### config.mk
export PLATFORM = sky130hd
export DESIGN_NAME = axis_proc_arbiter
export DESIGN_NICKNAME = d
export VERILOG_FILES = /design/src/rtl/axis_proc_arbiter.sv
export SDC_FILE = /design/constraint.sdc
export NUM_CORES = 1
export LEC_CHECK = 0
export BUFFER_PORTS_ARGS = -buffer_cell sky130_fd_sc_hd__buf_2
export CORE_UTILIZATION = 35
export DETAILED_ROUTE_END_ITERATION = 6
export PLACE_DENSITY_LB_ADDON = 0.2
export SYNTH_ARGS = -nofsm -noshare
export SYNTH_HDL_FRONTEND = slang
export SYNTH_SLANG_ARGS = --single-unit
### constraint.sdc
create_clock -name clk -period 2.4 [get_ports clk]
set_input_delay 0.24 -clock clk [delete_from_list [all_inputs] [get_ports clk]]
set_output_delay 0.24 -clock clk [all_outputs]
set_load 0.005 [all_outputs]
### src/rtl/axis_proc_arbiter.sv
`default_nettype none
// ============================================================================
// Module      : axis_proc_arbiter
// Description : Round-robin arbiter sharing one AXI-Stream processor among
//               NUM_SRC sources. Granted source indices are queued in a tag
//               FIFO so in-order processor results can be routed back with
//               tdest set to the originating source.
// Revision    : 1.0 - initial release
// ============================================================================
module axis_proc_arbiter #(
    parameter int NUM_SRC   = 4,
    parameter int INP_WIDTH = 8,
    parameter int OUT_WIDTH = 8,
    parameter int TAG_DEPTH = 8
) (
    input  logic                           clk,
    input  logic                           arstn,
    input  logic [NUM_SRC*INP_WIDTH-1:0]   s_axis_tdata,
    input  logic [NUM_SRC-1:0]             s_axis_tvalid,
    output logic [NUM_SRC-1:0]             s_axis_tready,
    output logic [INP_WIDTH-1:0]           p_axis_tdata,
    output logic                           p_axis_tvalid,
    input  logic                           p_axis_tready,
    input  logic [OUT_WIDTH-1:0]           r_axis_tdata,
    input  logic                           r_axis_tvalid,
    output logic                           r_axis_tready,
    output logic [OUT_WIDTH-1:0]           m_axis_tdata,
    output logic [$clog2(NUM_SRC)-1:0]     m_axis_tdest,
    output logic                           m_axis_tvalid,
    input  logic                           m_axis_tready,
    output logic [$clog2(TAG_DEPTH+1)-1:0] inflight,
    output logic                           err_orphan
);

    localparam int SW = $clog2(NUM_SRC);
    localparam int PW = $clog2(TAG_DEPTH);
    localparam int CW = $clog2(TAG_DEPTH + 1);

    typedef enum logic [0:0] {
        S_IDLE = 1'b0,
        S_SEND = 1'b1
    } state_t;

    state_t          state, state_nxt;
    logic [SW-1:0]   gnt, gnt_nxt, gnt_inc;
    logic [SW-1:0]   rr_ptr, rr_ptr_nxt;
    logic [SW-1:0]   scan_start, pick;
    logic            pick_found;
    int              scan_idx;

    logic [SW-1:0]   tag_mem [TAG_DEPTH];
    logic [PW-1:0]   wr_ptr, rd_ptr;
    logic [CW-1:0]   count, count_nxt;

    logic            p_hs, m_hs, avail, push, pop, orphan;

    // Source after the current grant, and where the round-robin scan begins:
    // while sending we re-pick from the source after the beat just granted.
    always_comb begin
        gnt_inc    = (gnt == SW'(NUM_SRC - 1)) ? '0 : gnt + 1'b1;
        scan_start = (state == S_SEND) ? gnt_inc : rr_ptr;
    end

    // Round-robin scan: first valid source at or after scan_start.
    always_comb begin
        pick       = '0;
        pick_found = 1'b0;
        scan_idx   = 0;
        for (int k = 0; k < NUM_SRC; k++) begin
            scan_idx = int'(scan_start) + k;
            if (scan_idx >= NUM_SRC) scan_idx = scan_idx - NUM_SRC;
            if (!pick_found && s_axis_tvalid[SW'(scan_idx)]) begin
                pick       = SW'(scan_idx);
                pick_found = 1'b1;
            end
        end
    end

    // Datapath muxing, result routing and tag FIFO push/pop decisions.
    always_comb begin
        p_axis_tvalid = (state == S_SEND);
        p_axis_tdata  = s_axis_tdata[gnt*INP_WIDTH +: INP_WIDTH];
        s_axis_tready = '0;
        if (state == S_SEND) s_axis_tready[gnt] = p_axis_tready;

        // A result is expected if a tag is queued or a beat is being offered
        // right now (zero-latency processor bypass).
        avail         = (count != '0) || p_axis_tvalid;
        m_axis_tdata  = r_axis_tdata;
        m_axis_tvalid = r_axis_tvalid && avail;
        r_axis_tready = avail ? m_axis_tready : 1'b1;
        m_axis_tdest  = (count != '0) ? tag_mem[rd_ptr] : gnt;

        p_hs   = p_axis_tvalid && p_axis_tready;
        m_hs   = m_axis_tvalid && m_axis_tready;
        // Bypassed result with an empty FIFO: push and pop cancel out.
        push   = p_hs && !(m_hs && (count == '0));
        pop    = m_hs && (count != '0);
        orphan = (m_hs && (count == '0) && !p_hs) || (r_axis_tvalid && !avail);

        case ({push, pop})
            2'b10:   count_nxt = count + 1'b1;
            2'b01:   count_nxt = count - 1'b1;
            default: count_nxt = count;
        endcase
    end

    // Arbitration next-state: grant is locked in SEND until the p handshake.
    always_comb begin
        state_nxt  = state;
        gnt_nxt    = gnt;
        rr_ptr_nxt = rr_ptr;
        case (state)
            S_IDLE: begin
                if (pick_found && (count < CW'(TAG_DEPTH))) begin
                    gnt_nxt   = pick;
                    state_nxt = S_SEND;
                end
            end
            S_SEND: begin
                if (p_hs) begin
                    rr_ptr_nxt = gnt_inc;
                    if (pick_found && (count_nxt < CW'(TAG_DEPTH))) begin
                        gnt_nxt = pick;
                    end else begin
                        state_nxt = S_IDLE;
                    end
                end
            end
            default: state_nxt = S_IDLE;
        endcase
    end

    // Control state, FIFO pointers, occupancy and sticky orphan flag.
    always_ff @(posedge clk) begin
        if (!arstn) begin
            state      <= S_IDLE;
            gnt        <= '0;
            rr_ptr     <= '0;
            wr_ptr     <= '0;
            rd_ptr     <= '0;
            count      <= '0;
            err_orphan <= 1'b0;
        end else begin
            state  <= state_nxt;
            gnt    <= gnt_nxt;
            rr_ptr <= rr_ptr_nxt;
            count  <= count_nxt;
            if (push) wr_ptr <= wr_ptr + 1'b1;
            if (pop)  rd_ptr <= rd_ptr + 1'b1;
            if (orphan) err_orphan <= 1'b1;
        end
    end

    // Tag storage; contents are meaningless until pushed, so no reset.
    always_ff @(posedge clk) begin
        if (push) tag_mem[wr_ptr] <= gnt;
    end

    assign inflight = count;

endmodule
`default_nettype wire

==> results of run 1 <==
layer usage:
layer	global-route usage [%]	vias up	routed length [um]
li1	-	839	-
met1	20.0	771	2250
met2	26.8	67	2220
met3	3.75	6	350
met4	5.00	0	64
met5	0	-	0
stage by stage:
step / hold slack [ns] / TNS [ns] / setup slack [ns] / cell area, um2
2_1_floorplan: 0.413 / -0.0881 / -0.0441 / 2170
3_3_place_gp: 0.480 / 0 / 0.0222 / 2570
3_5_place_dp: 0.480 / -0.0348 / -0.0182 / 2570
4_1_cts: 0.317 / 0 / 0.00311 / 2690
5_1_grt: 0.321 / -0.140 / -0.0557 / 2710
6_report: 0.323 / 0 / 0.0383 / 2710
synthesized netlist by cell type, types with 4 or more instances:
| cell type | n | area share [%] |
|---|---|---|
| buf_4 | 8 | 2.8 |
| ha_1 | 9 | 5.3 |
| a21boi_0 | 5 | 1.8 |
| nor2_1 | 5 | 0.88 |
| mux2i_1 | 8 | 3.8 |
| a21oi_1 | 6 | 1.4 |
| nor2b_1 | 7 | 2.1 |
| o21ai_0 | 13 | 3.0 |
| nand2_1 | 18 | 3.2 |
| mux4_2 | 12 | 13 |
| and2_1 | 8 | 2.3 |
| nor3b_1 | 5 | 1.8 |
| xnor2_1 | 4 | 1.6 |
| edfxtp_1 | 16 | 23 |
| clkbuf_1 | 7 | 1.2 |
| inv_1 | 8 | 1.4 |
| dfxtp_1 | 19 | 18 |
| and3_1 | 6 | 1.8 |
registers in the layout (all words and copies together), names as in the netlist, named ones only:
register and cells:
rd_ptr 3, p_axis_tvalid 1, inflight 4, err_orphan 1, gnt 2, tag_mem 16
rr_ptr 2, wr_ptr 3
power by group:
part | switching (mW) | total, mW | leakage [nW] | internal [mW]
logic | 0.204 | 0.428 | 0.796 | 0.225
clock network | 0.232 | 0.547 | 0.0587 | 0.315
registers | 0.0201 | 0.674 | 0.303 | 0.654
worst paths after layout:
path | endpoint | start | slack, ns
hold / removal | err_orphan$_SDFFE_PN0P_ | r_axis_tvalid | 0.32
setup reg to reg | gnt[1]$_SDFFE_PN0P_ | inflight[0]$_SDFFE_PN0N_ | 0.04
setup / recovery | gnt[1]$_SDFFE_PN0P_ | inflight[0]$_SDFFE_PN0N_ | 0.04
hold reg to reg | register | rd_ptr[1]$_SDFFE_PN0P_ | 0.49
cells by family (layout without fill, tap and decap cells):
kind of cell / after synthesis / in the layout
fa+ha+maj: 9 / 9
xor+xnor: 7 / 7
compound gates: 37 / 37
flops: 35 / 35
simple gates: 58 / 58
buf+inv: 27 / 95
mux: 21 / 21
layout make-up:
| type | instances | area, um2 |
|---|---|---|
| fillers | 576 | 3170 |
| multi-input cells | 132 | 1170 |
| flip-flops and latches | 35 | 863 |
| repair buffers | 79 | 438 |
| well taps | 75 | 93.8 |
| clock buffers | 5 | 68.8 |
| clock inverters | 3 | 47.5 |
| inverters | 8 | 30.0 |
critical path: cells and delay by family (launching register included):
family                     cells  cell delay [ns]
DFF                            1             0.32
AOI/OAI and AO/OA              3             0.63
and+or+nand+nor                4             0.86
adders and majority gates      1             0.28
muxes                          1             0.20
repair_timing:
item | 4_1_cts | 5_1_grt
resized for setup | 0 | 2
endpoints found under the setup margin | 2 | 3
buffers inserted | 1 | 1
pin swaps | 1 | 0
hold buffers | 0 | 0
==> results.cfg, run 1 <==
[power]
power_mw = 1.65
peakVddDrop_v = 0.000317
p_leak_nw = 1.16
pwr_density_cell_nw_per_um2 = 608

[layout]
final_cell_mix = buf_2 (62), nand2_1 (18), dfxtp_1 (17), buf_4 (17), edfxtp_1 (16)
final_common_cell = buf_2
finalNonFillerCells = 337
fin_util_pct = 46.1
final_nets = 319
diodes = 0
drive_gt1_share_pct = 42.7
area_growth_pct = 27.0

[placement]
dp_cells = 327
gp_congestion = 0.810
dp_hpwl_um = 3720
numPortBuffers = 62

[timing]
rsz0062_at_grt = true
worst_slew_pin_slew_ns = 0.399
setup_viol = 0
fin_crit_sh_pct = 98.4
hold_viol = 0
fin_crit_ns = 2.36
clock_skew_ns = 0.00959
max_freq_mhz = 423
relSlewSlack_pct = 73.4
drv_slew = 0

[grt]
grt_max_degree = 26
grt_overflow = 0
grtUsageTotal_pct = 15.9
antenna_found_initial = 0
grt_pass1_vias = 1606
grt_pass1_wl_um = 7570

[setup_path]
path_max_fanout = 4
crit_slowest_cell = or4_4
worst-r2r-cell-count = 9
critPathKind = register to register
critPathMaxStageDelay_ns = 0.55
startpoint_type = register
crit_arrival_ns = 2.58
required_ns = 2.62
crit_path_end_kind = register
cp_cell_sequence = or4_4 -> nand3_4 -> nor2_4 -> ha_4 -> o211ai_2 -> and2_4 -> o31a_4 -> o31ai_4 -> mux2i_1

[yosys]
synth_top_family_by_area = multiplexers
syn_avg_cell_area_um2 = 11.0
synth_ff_type = dfxtp_1
synth_compound_area_share_pct = 12.0
synth-simple-area-share_pct = 15.9
synth_mux_area_share_pct = 16.9
ys_types = 40
async_flop_share_pct = 0
syn-num-nets = 252
synthAdderAreaFrac_pct = 5.28
syn-cell-area_um2 = 2130
synth_edf_count = 16
synth_xor_area_share_pct = 2.87
syn-instance-count = 194
seq_area_frac_synth_pct = 40.3
yosys_warnings = 0
synth.ff_latch_count = 35

[cts]
cts_sinks = 35
clockBufferDepth = 2
numCtsBuffers = 5
clock-root-buffer = clkbuf_8
cts.clk_slew.worst_paths_ns = 0.08
tritoncts = yes
clk_latency_ns = 0.29
htree_levels = 2

[die]
ios = 79
core_um2 = 5890
die_h_um = 80.1
die_w_um = 80.1
start_util_pct = 36.3
rows = 28
die_area_um2 = 6420

[drt]
via_count = 1683
drc = 0
drt-initial-drc-count = 83
routed_wl_um = 4890
antenna_left = 0
routedWlPerCell_um = 14.5
drt_first_pass_iters = 4
viasPerCell = 4.99

[min_path]
hold_depth = 3
hp-class = input pin to register

[flow_run]
max-cap-violations = 0

[outcome]
outcome = complete, no violations
No activity file was read; power rests on OpenSTA's default activity.
==> run 2: changes to the inputs <==
--- a/config.mk
+++ b/config.mk
@@ -9,6 +9,7 @@
 export CORE_UTILIZATION = 35
 export DETAILED_ROUTE_END_ITERATION = 6
 export PLACE_DENSITY_LB_ADDON = 0.2
+export SETUP_SLACK_MARGIN = 0.3
 export SYNTH_ARGS = -nofsm -noshare
 export SYNTH_HDL_FRONTEND = slang
 export SYNTH_SLANG_ARGS = --single-unit
==> run 2 against run 1 <==
  * Utilization rose by 1.1 points
  * Sequential power barely moved
  * Highest routed layer unchanged
  * Final cell count grew 0.89%
  * Critical path type unchanged
  * Sequential share of layout area fell by 0.72 points
==> results.cfg, run 2 (synthesis gave the netlist of run 1 again) <==
[outcome]
outcome = complete, no violations

[placement]
gp_congestion = 0.782
dp_hpwl_um = 3680
numPortBuffers = 62
dp_cells = 327

[setup_path]
critPathMaxStageDelay_ns = 0.55
startpoint_type = register
crit_arrival_ns = 2.51
setup.worst_path.end = gnt[0]$_SDFFE_PN0P_
ff2ff_setup_slack_ns = 0.11
path_max_fanout = 3
crit_path_end_kind = register
crit_slowest_cell = or4_4
required_ns = 2.62
r2r-start = inflight[1]$_SDFFE_PN0N_
worst-r2r-cell-count = 9
critPathKind = register to register
cp_cell_sequence = or4_4 -> nand3_4 -> nor2_4 -> ha_4 -> o211ai_2 -> and2_4 -> o31a_4 -> o31ai_4 -> mux2i_1
reg2reg_to = gnt[0]$_SDFFE_PN0P_
startpoint = inflight[1]$_SDFFE_PN0N_

[cts]
clock-root-buffer = clkbuf_8
numCtsBuffers = 5
cts.clk_slew.worst_paths_ns = 0.07
cts_sinks = 35
tritoncts = yes
clk_latency_ns = 0.29
clockBufferDepth = 2
postCtsHoldBufs = 0
htree_levels = 2

[drt]
drt_first_pass_iters = 4
drc = 0
antenna_left = 0
viasPerCell = 5.01
drt-initial-drc-count = 54
routedWlPerCell_um = 15.0
routed_wl_um = 5100
via_count = 1705

[min_path]
hp-class = input pin to register

[timing]
worst_slew_pin_slew_ns = 0.485
relSlewSlack_pct = 67.1
whs_ns = 0.340
drv_slew = 0
fin_crit_sh_pct = 95.3
setup_tns_ns = 0
fin_crit_ns = 2.29
rsz0062_at_grt = true
hold_viol = 0
clock_skew_ns = 0.00484
setup_viol = 0
max_freq_mhz = 437

[die]
core_um2 = 5890
start_util_pct = 36.3
die_w_um = 80.1
die_h_um = 80.1
die_area_um2 = 6420
rows = 28
ios = 79

[power]
peakVddDrop_v = 0.000282
p_leak_nw = 1.17
pwr_density_cell_nw_per_um2 = 596

[grt]
grt_pass1_wl_um = 8270
grt_overflow = 0
grtUsageTotal_pct = 17.1
antenna_found_initial = 0
grt_pass1_vias = 1727
grt_max_degree = 26

[layout]
fin_util_pct = 47.1
final_nets = 322
drive_gt1_share_pct = 44.9
largest_reg_flops = 16
top_register = tag_mem
area_growth_pct = 30.0
final_common_cell = buf_2
diodes = 0
finalNonFillerCells = 340
final_cell_mix = buf_2 (62), buf_4 (19), nand2_1 (18)

[flow_run]
max-cap-violations = 0
## run 2: cell type report
class	instances	area [um2]
clock inverters	3	38.8
clock buffers	5	68.8
multi-input cells	132	1210
inverters	8	30.0
well taps	75	93.8
repair buffers	82	464
fillers	565	3110
flip-flops and latches	35	863
## run 2: worst min-delay path by stage
| stage | cells past startpoint | to | start |
|---|---|---|---|
| after floorplan | 2 | err_orphan$_SDFFE_PN0P_ | r_axis_tvalid |
| after global placement | 0 | m_axis_tdata[2] | r_axis_tdata[2] |
| after detailed placement | 0 | m_axis_tdata[2] | r_axis_tdata[2] |
| after CTS | 3 | err_orphan$_SDFFE_PN0P_ | r_axis_tvalid |
| after global routing | 3 | err_orphan$_SDFFE_PN0P_ | r_axis_tvalid |
| final | 3 | err_orphan$_SDFFE_PN0P_ | r_axis_tvalid |
## run 2: report_power, final
part           switching, mW  total [mW]  internal, mW
clock network          0.222       0.526         0.304
logic                  0.218       0.454         0.237
registers             0.0192       0.673         0.654
## run 2: worst max-delay path: cells and delay by family, from the launching register on
family,cells,cell delay (ns)
compound gates,3,0.58
fa+ha+maj,1,0.27
flops,1,0.32
mux,1,0.20
simple gates,4,0.86
## run 2: repair_timing
action | CTS | global route
pin swaps | 7 | 1
endpoints found under the setup margin | 4 | 7
resized for setup | 6 | 5
buffers inserted | 5 | 0
hold endpoints to repair | 0 | 0
## run 2: per-layer routing
metal	part of all wire, %	wire [um]	GRT usage [%]	vias to the layer above
met2	48	2430	29.7	66
met4	1.4	71	5.54	0
met1	44	2250	20.7	787
met3	6.9	350	4.20	7
met5	0	0	0	-
li1	-	-	-	845
## run 2: metrics by stage
| stage | instance area, um2 | setup slack, ns | total power [mW] |
|---|---|---|---|
| global route | 2770 | 0.0451 | 1.75 |
| global placement | 2570 | 0.0176 | 1.11 |
| CTS | 2750 | 0.122 | 1.66 |
| finish | 2770 | 0.114 | 1.65 |
| detailed placement | 2570 | -0.0266 | 1.11 |
| floorplan | 2170 | -0.0441 | 0.955 |
